$ cat config.mk
export PLATFORM = sky130hd
export DESIGN_NAME = servo_bank
export DESIGN_NICKNAME = d
export VERILOG_FILES = /design/src/rtl/servo_bank.sv
export SDC_FILE = /design/constraint.sdc
export NUM_CORES = 1
export LEC_CHECK = 0
export BUFFER_PORTS_ARGS = -buffer_cell sky130_fd_sc_hd__buf_4
export CAP_MARGIN = 10
export CORE_UTILIZATION = 50
export CTS_BUF_LIST = sky130_fd_sc_hd__clkbuf_16
export DETAILED_ROUTE_END_ITERATION = 8
export PLACE_DENSITY = 0.69
export SLEW_MARGIN = 20
export SYNTH_ARGS = -nofsm -noshare
export SYNTH_HDL_FRONTEND = slang
export SYNTH_SLANG_ARGS = --single-unit
export TNS_END_PERCENT = 5
$ cat constraint.sdc
create_clock -name clk_in -period 10.4 [get_ports clk_in]
set_clock_uncertainty 0.15 [all_clocks]
set_input_delay 0.52 -clock clk_in [delete_from_list [all_inputs] [get_ports clk_in]]
set_output_delay 0.52 -clock clk_in [all_outputs]
set_load 0.05 [all_outputs]
$ cat src/rtl/servo_bank.sv
// Multi-channel servo PWM generator. All channels share one period counter.
// Each channel holds a target width (set by commands) and an applied width
// that follows the target once per period, optionally slew-limited.
module servo_bank #(
    parameter int unsigned NUM_CH    = 4,
    parameter int unsigned CLK_HZ    = 98_304_000,
    parameter int unsigned PWM_HZ    = 50,
    parameter int unsigned POS_W     = 8,
    parameter int unsigned MIN_CYC   = 49_152,
    parameter int unsigned MAX_CYC   = 235_930,
    parameter int unsigned SLEW_CYC  = 0,
    parameter int unsigned RESET_POS = 0,
    localparam int unsigned CH_W     = (NUM_CH > 1) ? $clog2(NUM_CH) : 1
) (
    input  logic              clk_in,
    input  logic              rst_in,
    input  logic              cmd_valid_in,
    output logic              cmd_ready_out,
    input  logic [CH_W-1:0]   cmd_ch_in,
    input  logic [POS_W-1:0]  cmd_pos_in,
    output logic              cmd_err_out,
    output logic [NUM_CH-1:0] pwm_out,
    output logic [NUM_CH-1:0] busy_out,
    output logic              frame_out
);

    localparam int unsigned PERIOD  = CLK_HZ / PWM_HZ;
    localparam int unsigned CNT_W   = (PERIOD > 1) ? $clog2(PERIOD) : 1;
    localparam int unsigned WID_W   = $clog2(PERIOD + 1);
    localparam int unsigned POS_MAX = (1 << POS_W) - 1;
    localparam int unsigned STEP    = (MAX_CYC >= MIN_CYC) ? (MAX_CYC - MIN_CYC) / POS_MAX : 0;
    localparam int unsigned SLEW_CL = (SLEW_CYC > PERIOD) ? PERIOD : SLEW_CYC;

    localparam logic [WID_W-1:0] SLEW_W = WID_W'(SLEW_CL);

    // Elaboration-time parameter checks.
    if (MAX_CYC >= PERIOD) begin : g_bad_max
        $error("servo_bank: MAX_CYC must be smaller than the PWM period");
    end
    if (MIN_CYC > MAX_CYC) begin : g_bad_min
        $error("servo_bank: MIN_CYC must not exceed MAX_CYC");
    end
    if (NUM_CH < 1 || NUM_CH > 16) begin : g_bad_ch
        $error("servo_bank: NUM_CH must be in 1..16");
    end
    if (POS_W < 1 || POS_W > 24) begin : g_bad_pos
        $error("servo_bank: POS_W out of supported range");
    end

    // Linear position-to-width map; full scale is pinned to MAX_CYC so the
    // truncated STEP never leaves the top position short.
    function automatic logic [WID_W-1:0] map_pos(input logic [POS_W-1:0] pos);
        logic [31:0] w;
        if (32'(pos) == POS_MAX) begin
            w = MAX_CYC;
        end else begin
            w = MIN_CYC + 32'(pos) * STEP;
        end
        return WID_W'(w);
    endfunction

    localparam logic [WID_W-1:0] RESET_W = map_pos(POS_W'(RESET_POS));

    logic [CNT_W-1:0]  cnt_q, cnt_d;
    logic              frame_q, frame_d;
    logic              ready_q, ready_d;
    logic              err_q, err_d;
    logic [NUM_CH-1:0] pwm_q, pwm_d;
    logic [NUM_CH-1:0] busy_q, busy_d;
    logic [WID_W-1:0]  target_q  [NUM_CH];
    logic [WID_W-1:0]  target_d  [NUM_CH];
    logic [WID_W-1:0]  applied_q [NUM_CH];
    logic [WID_W-1:0]  applied_d [NUM_CH];

    logic             cnt_last;
    logic             cmd_accept;
    logic             ch_valid;
    logic [WID_W-1:0] cmd_width;

    assign cnt_last   = (cnt_q == CNT_W'(PERIOD - 1));
    assign cmd_accept = cmd_valid_in && ready_q;
    assign ch_valid   = (32'(cmd_ch_in) < NUM_CH);
    assign cmd_width  = map_pos(cmd_pos_in);

    // Period counter, frame marker, handshake and error pulse.
    always_comb begin
        cnt_d   = cnt_last ? '0 : cnt_q + CNT_W'(1);
        frame_d = (cnt_q == '0);
        ready_d = 1'b1;
        err_d   = cmd_accept && !ch_valid;
    end

    // Target update from accepted commands; an out-of-range channel matches nothing.
    always_comb begin
        for (int i = 0; i < NUM_CH; i++) begin
            target_d[i] = target_q[i];
            if (cmd_accept && (cmd_ch_in == CH_W'(i))) begin
                target_d[i] = cmd_width;
            end
        end
    end

    // Applied width moves only at the end of a period, using the pre-edge target.
    always_comb begin
        for (int i = 0; i < NUM_CH; i++) begin
            applied_d[i] = applied_q[i];
            if (cnt_last) begin
                if (SLEW_CYC == 0) begin
                    applied_d[i] = target_q[i];
                end else if (target_q[i] > applied_q[i]) begin
                    applied_d[i] = ((target_q[i] - applied_q[i]) > SLEW_W) ?
                                   applied_q[i] + SLEW_W : target_q[i];
                end else begin
                    applied_d[i] = ((applied_q[i] - target_q[i]) > SLEW_W) ?
                                   applied_q[i] - SLEW_W : target_q[i];
                end
            end
        end
    end

    // PWM compare and busy flags; busy reflects the state being loaded this edge.
    always_comb begin
        for (int i = 0; i < NUM_CH; i++) begin
            pwm_d[i]  = (WID_W'(cnt_q) < applied_q[i]);
            busy_d[i] = (applied_d[i] != target_d[i]);
        end
    end

    // State registers with synchronous reset.
    always_ff @(posedge clk_in) begin
        if (rst_in) begin
            cnt_q   <= '0;
            frame_q <= 1'b0;
            ready_q <= 1'b0;
            err_q   <= 1'b0;
            pwm_q   <= '0;
            busy_q  <= '0;
            for (int i = 0; i < NUM_CH; i++) begin
                target_q[i]  <= RESET_W;
                applied_q[i] <= RESET_W;
            end
        end else begin
            cnt_q     <= cnt_d;
            frame_q   <= frame_d;
            ready_q   <= ready_d;
            err_q     <= err_d;
            pwm_q     <= pwm_d;
            busy_q    <= busy_d;
            target_q  <= target_d;
            applied_q <= applied_d;
        end
    end

    assign cmd_ready_out = ready_q;
    assign cmd_err_out   = err_q;
    assign pwm_out       = pwm_q;
    assign busy_out      = busy_q;
    assign frame_out     = frame_q;

endmodule

Word level (Yosys, flattened, before mapping)
Cells that the tools add are included.
{ "word_totals": {"regBits": 199, "out_inout_bits": 11, "elab_cells": 47} }
{ "op_classes": {"add_sub_neg": 2, "mul": 1, "magnitude_cmp": 4, "n_eq_ne": 9, "mux": 10, "n_reduce_logical": 8} }
{ "op_table": {"columns": ["cell", "n"], "rows": [
  ["two-way mux 21 bit", 8],
  ["< comparator 21 bit", 4],
  ["!= test 21 bit", 4],
  ["adder 21 x 1 -> 21 bit, second input constant", 1],
  ["equality test 21 bit, second input constant", 1],
  ["zero test 21 bit", 1],
  ["adder 16 x 18 -> 19 bit, first input constant", 1],
  ["two-way mux 19 bit", 1],
  ["multiplier 8 x 8 -> 16 bit, second input constant", 1],
  ["equality test 8 bit, second input constant", 1],
  ["logical AND 1 bit", 5],
  ["equality test 2 bit, second input constant", 2],
  ["equality test 2 x 1 -> 1 bit, second input constant", 1],
  ["zero test 2 bit", 1],
  ["OR reduction 2 bit", 1],
  ["two-way mux 1 bit", 1]
]} }

Longest topological paths before layout
{ "logic_depth": {"depth_word": 5, "depth_mapped": 23, "ltp_nobuf": 22} }

Worst setup path before layout
OpenSTA, ideal clock, no wires.
{ "synth_path": {"path_type": "input-to-reg", "start": "input port cmd_pos_in[2]", "end": "register busy_q[2] (netlist: busy_out[2])", "arrival_ns": 5.526, "setup_slack_ns": 4.588, "path_stages": 20, "cell_sequence": "ha_1 -> inv_1 -> fa_1 -> inv_1 -> fa_1 -> fa_1 -> ha_1 -> or3_1 -> a311o_1 -> a211oi_1 -> nor3b_1 -> ha_1 -> a21boi_0 -> clkbuf_1 -> a211oi_1 -> o22ai_1 -> nand4_1 -> a211o_1 -> o41ai_2 -> o311ai_1"} }
{ "synth_via": {"elab_chain_len": 5, "elab_cells_between_ends": 6, "cone_classes": "add/sub (1); mul (1); eq/ne (2); mux (2)"} }
{ "synth_lines": {"columns": ["item", "line", "source"], "rows": [
  ["start, declared", "20", "input logic [POS_W-1:0] cmd_pos_in,"],
  ["multiplier 8 x 8 -> 16 bit", "57", "w = MIN_CYC + 32'(pos) * STEP;"],
  ["adder 16 x 18 -> 19 bit", "57", null],
  ["two-way mux 19 bit (*)", "54", "if (32'(pos) == POS_MAX) begin"],
  ["two-way mux 21 bit (*)", "97", "if (cmd_accept && (cmd_ch_in == CH_W'(i))) begin"],
  ["!= test 21 bit (*)", "125", "busy_d[i] = (applied_d[i] != target_d[i]);"],
  ["end signal, assigned", "148", "busy_q <= busy_d;"],
  ["end, declared", "69", "logic [NUM_CH-1:0] busy_q, busy_d;"]
]} }
Every way passes the cells marked *; elsewhere a longest branch is shown, timed or not.
A chain may end at the register's enable or synchronous reset.

Final worst setup path
{ "layout_path": {"start": "input port cmd_pos_in[4]", "end": "register busy_q[2] (netlist: busy_out[2])"} }
Same word-level chain as after synthesis.

==> impl_metrics.py <==
metrics = {
    "status": {
        "outcome": "finished, final reports clean",
    },
    "critical_path": {
        "ff2ff_setup_slack_ns": 5.04,
        "worstPathArrival_ns": 6.17,
        "path_max_fanout": 12,
        "rr_endpoint": "busy_out[2]$_SDFF_PP0_",
        "required_ns": 10.55,
        "cp-end-kind": "register",
        "crit_type": "primary input to register",
        "cp-start-kind": "primary input",
        "ff2ff_path_depth": 10,
        "r2r_start": "cnt_q[4]$_SDFF_PP0_",
    },
    "die": {
        "die_w_um": 169.9,
        "ios": 24,
        "die-area_sq_um": 28860,
        "core_area_sq_um": 27780,
        "start_util_pct": 50.73,
        "die_h_um": 169.9,
        "row_count": 61,
    },
    "timing": {
        "finalCritPeriodShare_pct": 57.83,
        "slew_headroom_pct": 22.53,
        "final-hold-violation-count": 0,
        "final-max-slew-violation-count": 0,
        "fin_crit_ns": 6.015,
        "holdWs_ns": 0.3064,
        "setup_viol": 0,
        "setup_tns_ns": 0,
        "achievable-frequency_mhz": 166.3,
        "rsz0062_at_grt": "false",
        "tightest_slew_ns": 1.162,
    },
    "placed_design": {
        "io_buffers": 22,
        "placed_area_sq_um": 14540,
        "dp_hpwl_um": 29180,
        "place_congestion": 0.9052,
    },
    "min_path": {
        "holdPathStages": 2,
        "hold_class": "register to register",
        "holdPathEnd": "applied_q[62]$_SDFF_PP0_",
        "min-delay-start": "applied_q[62]$_SDFF_PP0_",
    },
    "yosys": {
        "synth_cells": 1830,
        "yosysTopAreaCellShare_pct": 28.26,
        "syn_avg_cell_area_sq_um": 7.702,
        "synth_seq_area_share_pct": 28.26,
        "synthTopCellsByArea": "dfxtp_1 28%, ha_1 11%, a21oi_1 7.5%, nand2_1 6.7%, xnor2_1 3.9%",
        "ys_warn_count": 0,
        "syn_nets": 1985,
        "synth_edf_count": 0,
        "netlist_area_sq_um": 14090,
        "ys_seq_elements": 199,
        "async_flop_share_pct": 0,
        "synth_cell_type_count": 78,
        "synth_area_leader_cell": "dfxtp_1",
        "synth_flop_cell": "dfxtp_1",
    },
    "global_routing": {
        "grt_antenna_before_repair": 0,
        "grt_max_degree": 89,
        "grt_pass1_wl_um": 67870,
        "grt_pass1_vias": 12073,
        "grt_usage_pct": 30.68,
        "grt_overflow": 0,
    },
    "clock_tree": {
        "path_clk_slew_ns": 0.07,
        "clk_latency_ns": 0.45,
        "cts_buffers": 17,
        "cts_setup_buffers": 0,
        "ctsRootBufferMaster": "clkbuf_16",
        "cts_resized": 0,
        "clkSinkCount": 199,
        "cts_tree": "done",
        "cts_max_path_buffers": 2,
        "h-tree-depth": 4,
        "hold_buffers": 0,
    },
    "finish": {
        "final_common_cell": "nand2_1",
        "drive_above_1_share_pct": 5.620,
        "stdcell_area_sq_um": 15080,
        "num-nets-final": 1939,
        "fillCellCount": 2668,
        "most-common-layout-cells": "252 x nand2_1, 211 x a21oi_1, 199 x dfxtp_1",
        "area_growth_pct": 6.995,
        "num_antenna_cells": 0,
    },
    "routing": {
        "dr.pass1.iters": 6,
        "drtIter0Drc": 1399,
        "vias_per_cell": 6.229,
        "post_drt_wl_per_cell_um": 20.35,
        "drc": 0,
        "vias": 13549,
        "drtAntennaViolNets": 0,
        "finalWirelength_um": 44250,
    },
    "power_and_ir_drop": {
        "power.density_nw_per_um2": 187.3,
        "ir_drop_mv": 0.1756,
        "power_leakage_uw": 0.005841,
        "fin_total_pwr_uw": 2824,
    },
    "run": {
        "drv_cap": 0,
    },
}
## registers in the layout, indices dropped and copies added, names as in the netlist
name	cells
busy_out	4
frame_out	1
target_q	84
pwm_out	4
cnt_q	21
cmd_ready_out	1
applied_q	84
## metrics by stage
step	utilization, %	setup WS [ns]	std cells
finish	54.28	4.385	2175
global route	54.28	4.154	2175
CTS	54.28	4.455	2175
detailed placement	52.34	3.991	2143
global placement	52.34	4.085	2143
floorplan	-	4.588	1830
## kinds of logic (layout without fill, tap and decap cells)
kind of cell             after synthesis  count (layout)  share of synthesized area (%)
buffers and inverters                254             221                          6.960
AO/OA/AOI/OAI                        601             601                          27.39
XOR/XNOR                              94              94                          5.948
flip-flops                           199             199                          28.26
adder cells (fa/ha/maj)              142             142                          13.72
other                                  1               1                        0.02661
AND/OR/NAND/NOR                      535             535                          17.40
multiplexers                           4               4                         0.2929
## power by group
part	switching [uW]	total, uW	leakage (uW)	internal, uW
clock network	309	635	0.000256	326
logic	910	1390	0.00397	476
registers	22.4	803	0.00161	780
total	1240	2820	0.00584	1580
## final cells by class
| class | instances | area, sq um | area share (%) |
|---|---|---|---|
| multi-input cells | 1377 | 9164 | 60.77 |
| flip-flops and latches | 199 | 3984 | 26.42 |
| inverters | 133 | 499.2 | 3.310 |
| well taps | 378 | 473.0 | 3.136 |
| clock buffers | 17 | 425.4 | 2.821 |
| repair buffers | 56 | 420.4 | 2.788 |
| clock inverters | 15 | 115.1 | 0.7633 |
## critical path, stage by stage
cell      delay [ns]
buf_4           0.14
ha_1            0.29
inv_1           0.06
fa_1            0.54
inv_1           0.07
fa_1            0.50
fa_1            0.49
ha_1            0.28
or3_1           0.37
a311o_1         0.37
a211oi_1        0.27
nor3b_1         0.10
ha_1            0.23
xor3_1          0.54
and2_1          0.53
nor3b_1         0.12
a211o_1         0.30
o41ai_2         0.32
o311ai_1        0.13
## cell usage after synthesis (6+ instances only)
cell / n
o31ai_1: 6
a32oi_1: 7
o21ai_0: 94
a221oi_1: 13
nor2b_1: 10
a211oi_1: 52
dfxtp_1: 199
a221o_1: 10
buf_1: 15
o22ai_1: 33
xnor2_1: 63
a211o_1: 9
a21o_1: 41
a22oi_1: 13
and2_1: 7
fa_1: 21
o221ai_1: 21
a21oi_1: 211
a31oi_1: 9
nand4_1: 16
ha_1: 121
nand3_1: 25
nand2_1: 253
and3_1: 25
nor2_1: 127
clkbuf_1: 92
inv_1: 133
nand2b_1: 10
xor2_1: 30
nor3_1: 13
nor4_1: 12
o211ai_1: 25
buf_2: 10
## metal layers
metal | GRT usage, % | part of all wire [%] | vias up
met1 | 41.01 | 43 | 6393
met5 | 0 | 0 | -
met4 | 14.85 | 4.5 | 0
li1 | - | - | 6446
met2 | 48.06 | 45 | 609
met3 | 4.930 | 7.7 | 101
## how the worst max path moves through the flow
stage	startpoint	to	slack [ns]	depth (start not counted)
final	cmd_pos_in[4]	busy_out[2]$_SDFF_PP0_	4.39	19
after global routing	cmd_pos_in[4]	busy_out[2]$_SDFF_PP0_	4.15	19
after CTS	cmd_pos_in[4]	busy_out[2]$_SDFF_PP0_	4.45	19
after detailed placement	cmd_pos_in[4]	busy_out[2]$_SDFF_PP0_	3.99	19
after global placement	cmd_pos_in[2]	busy_out[2]$_SDFF_PP0_	4.09	19
after floorplan	cmd_pos_in[2]	busy_out[2]$_SDFF_PP0_	4.59	20
Note: power is estimated with default switching activity, not from simulation.
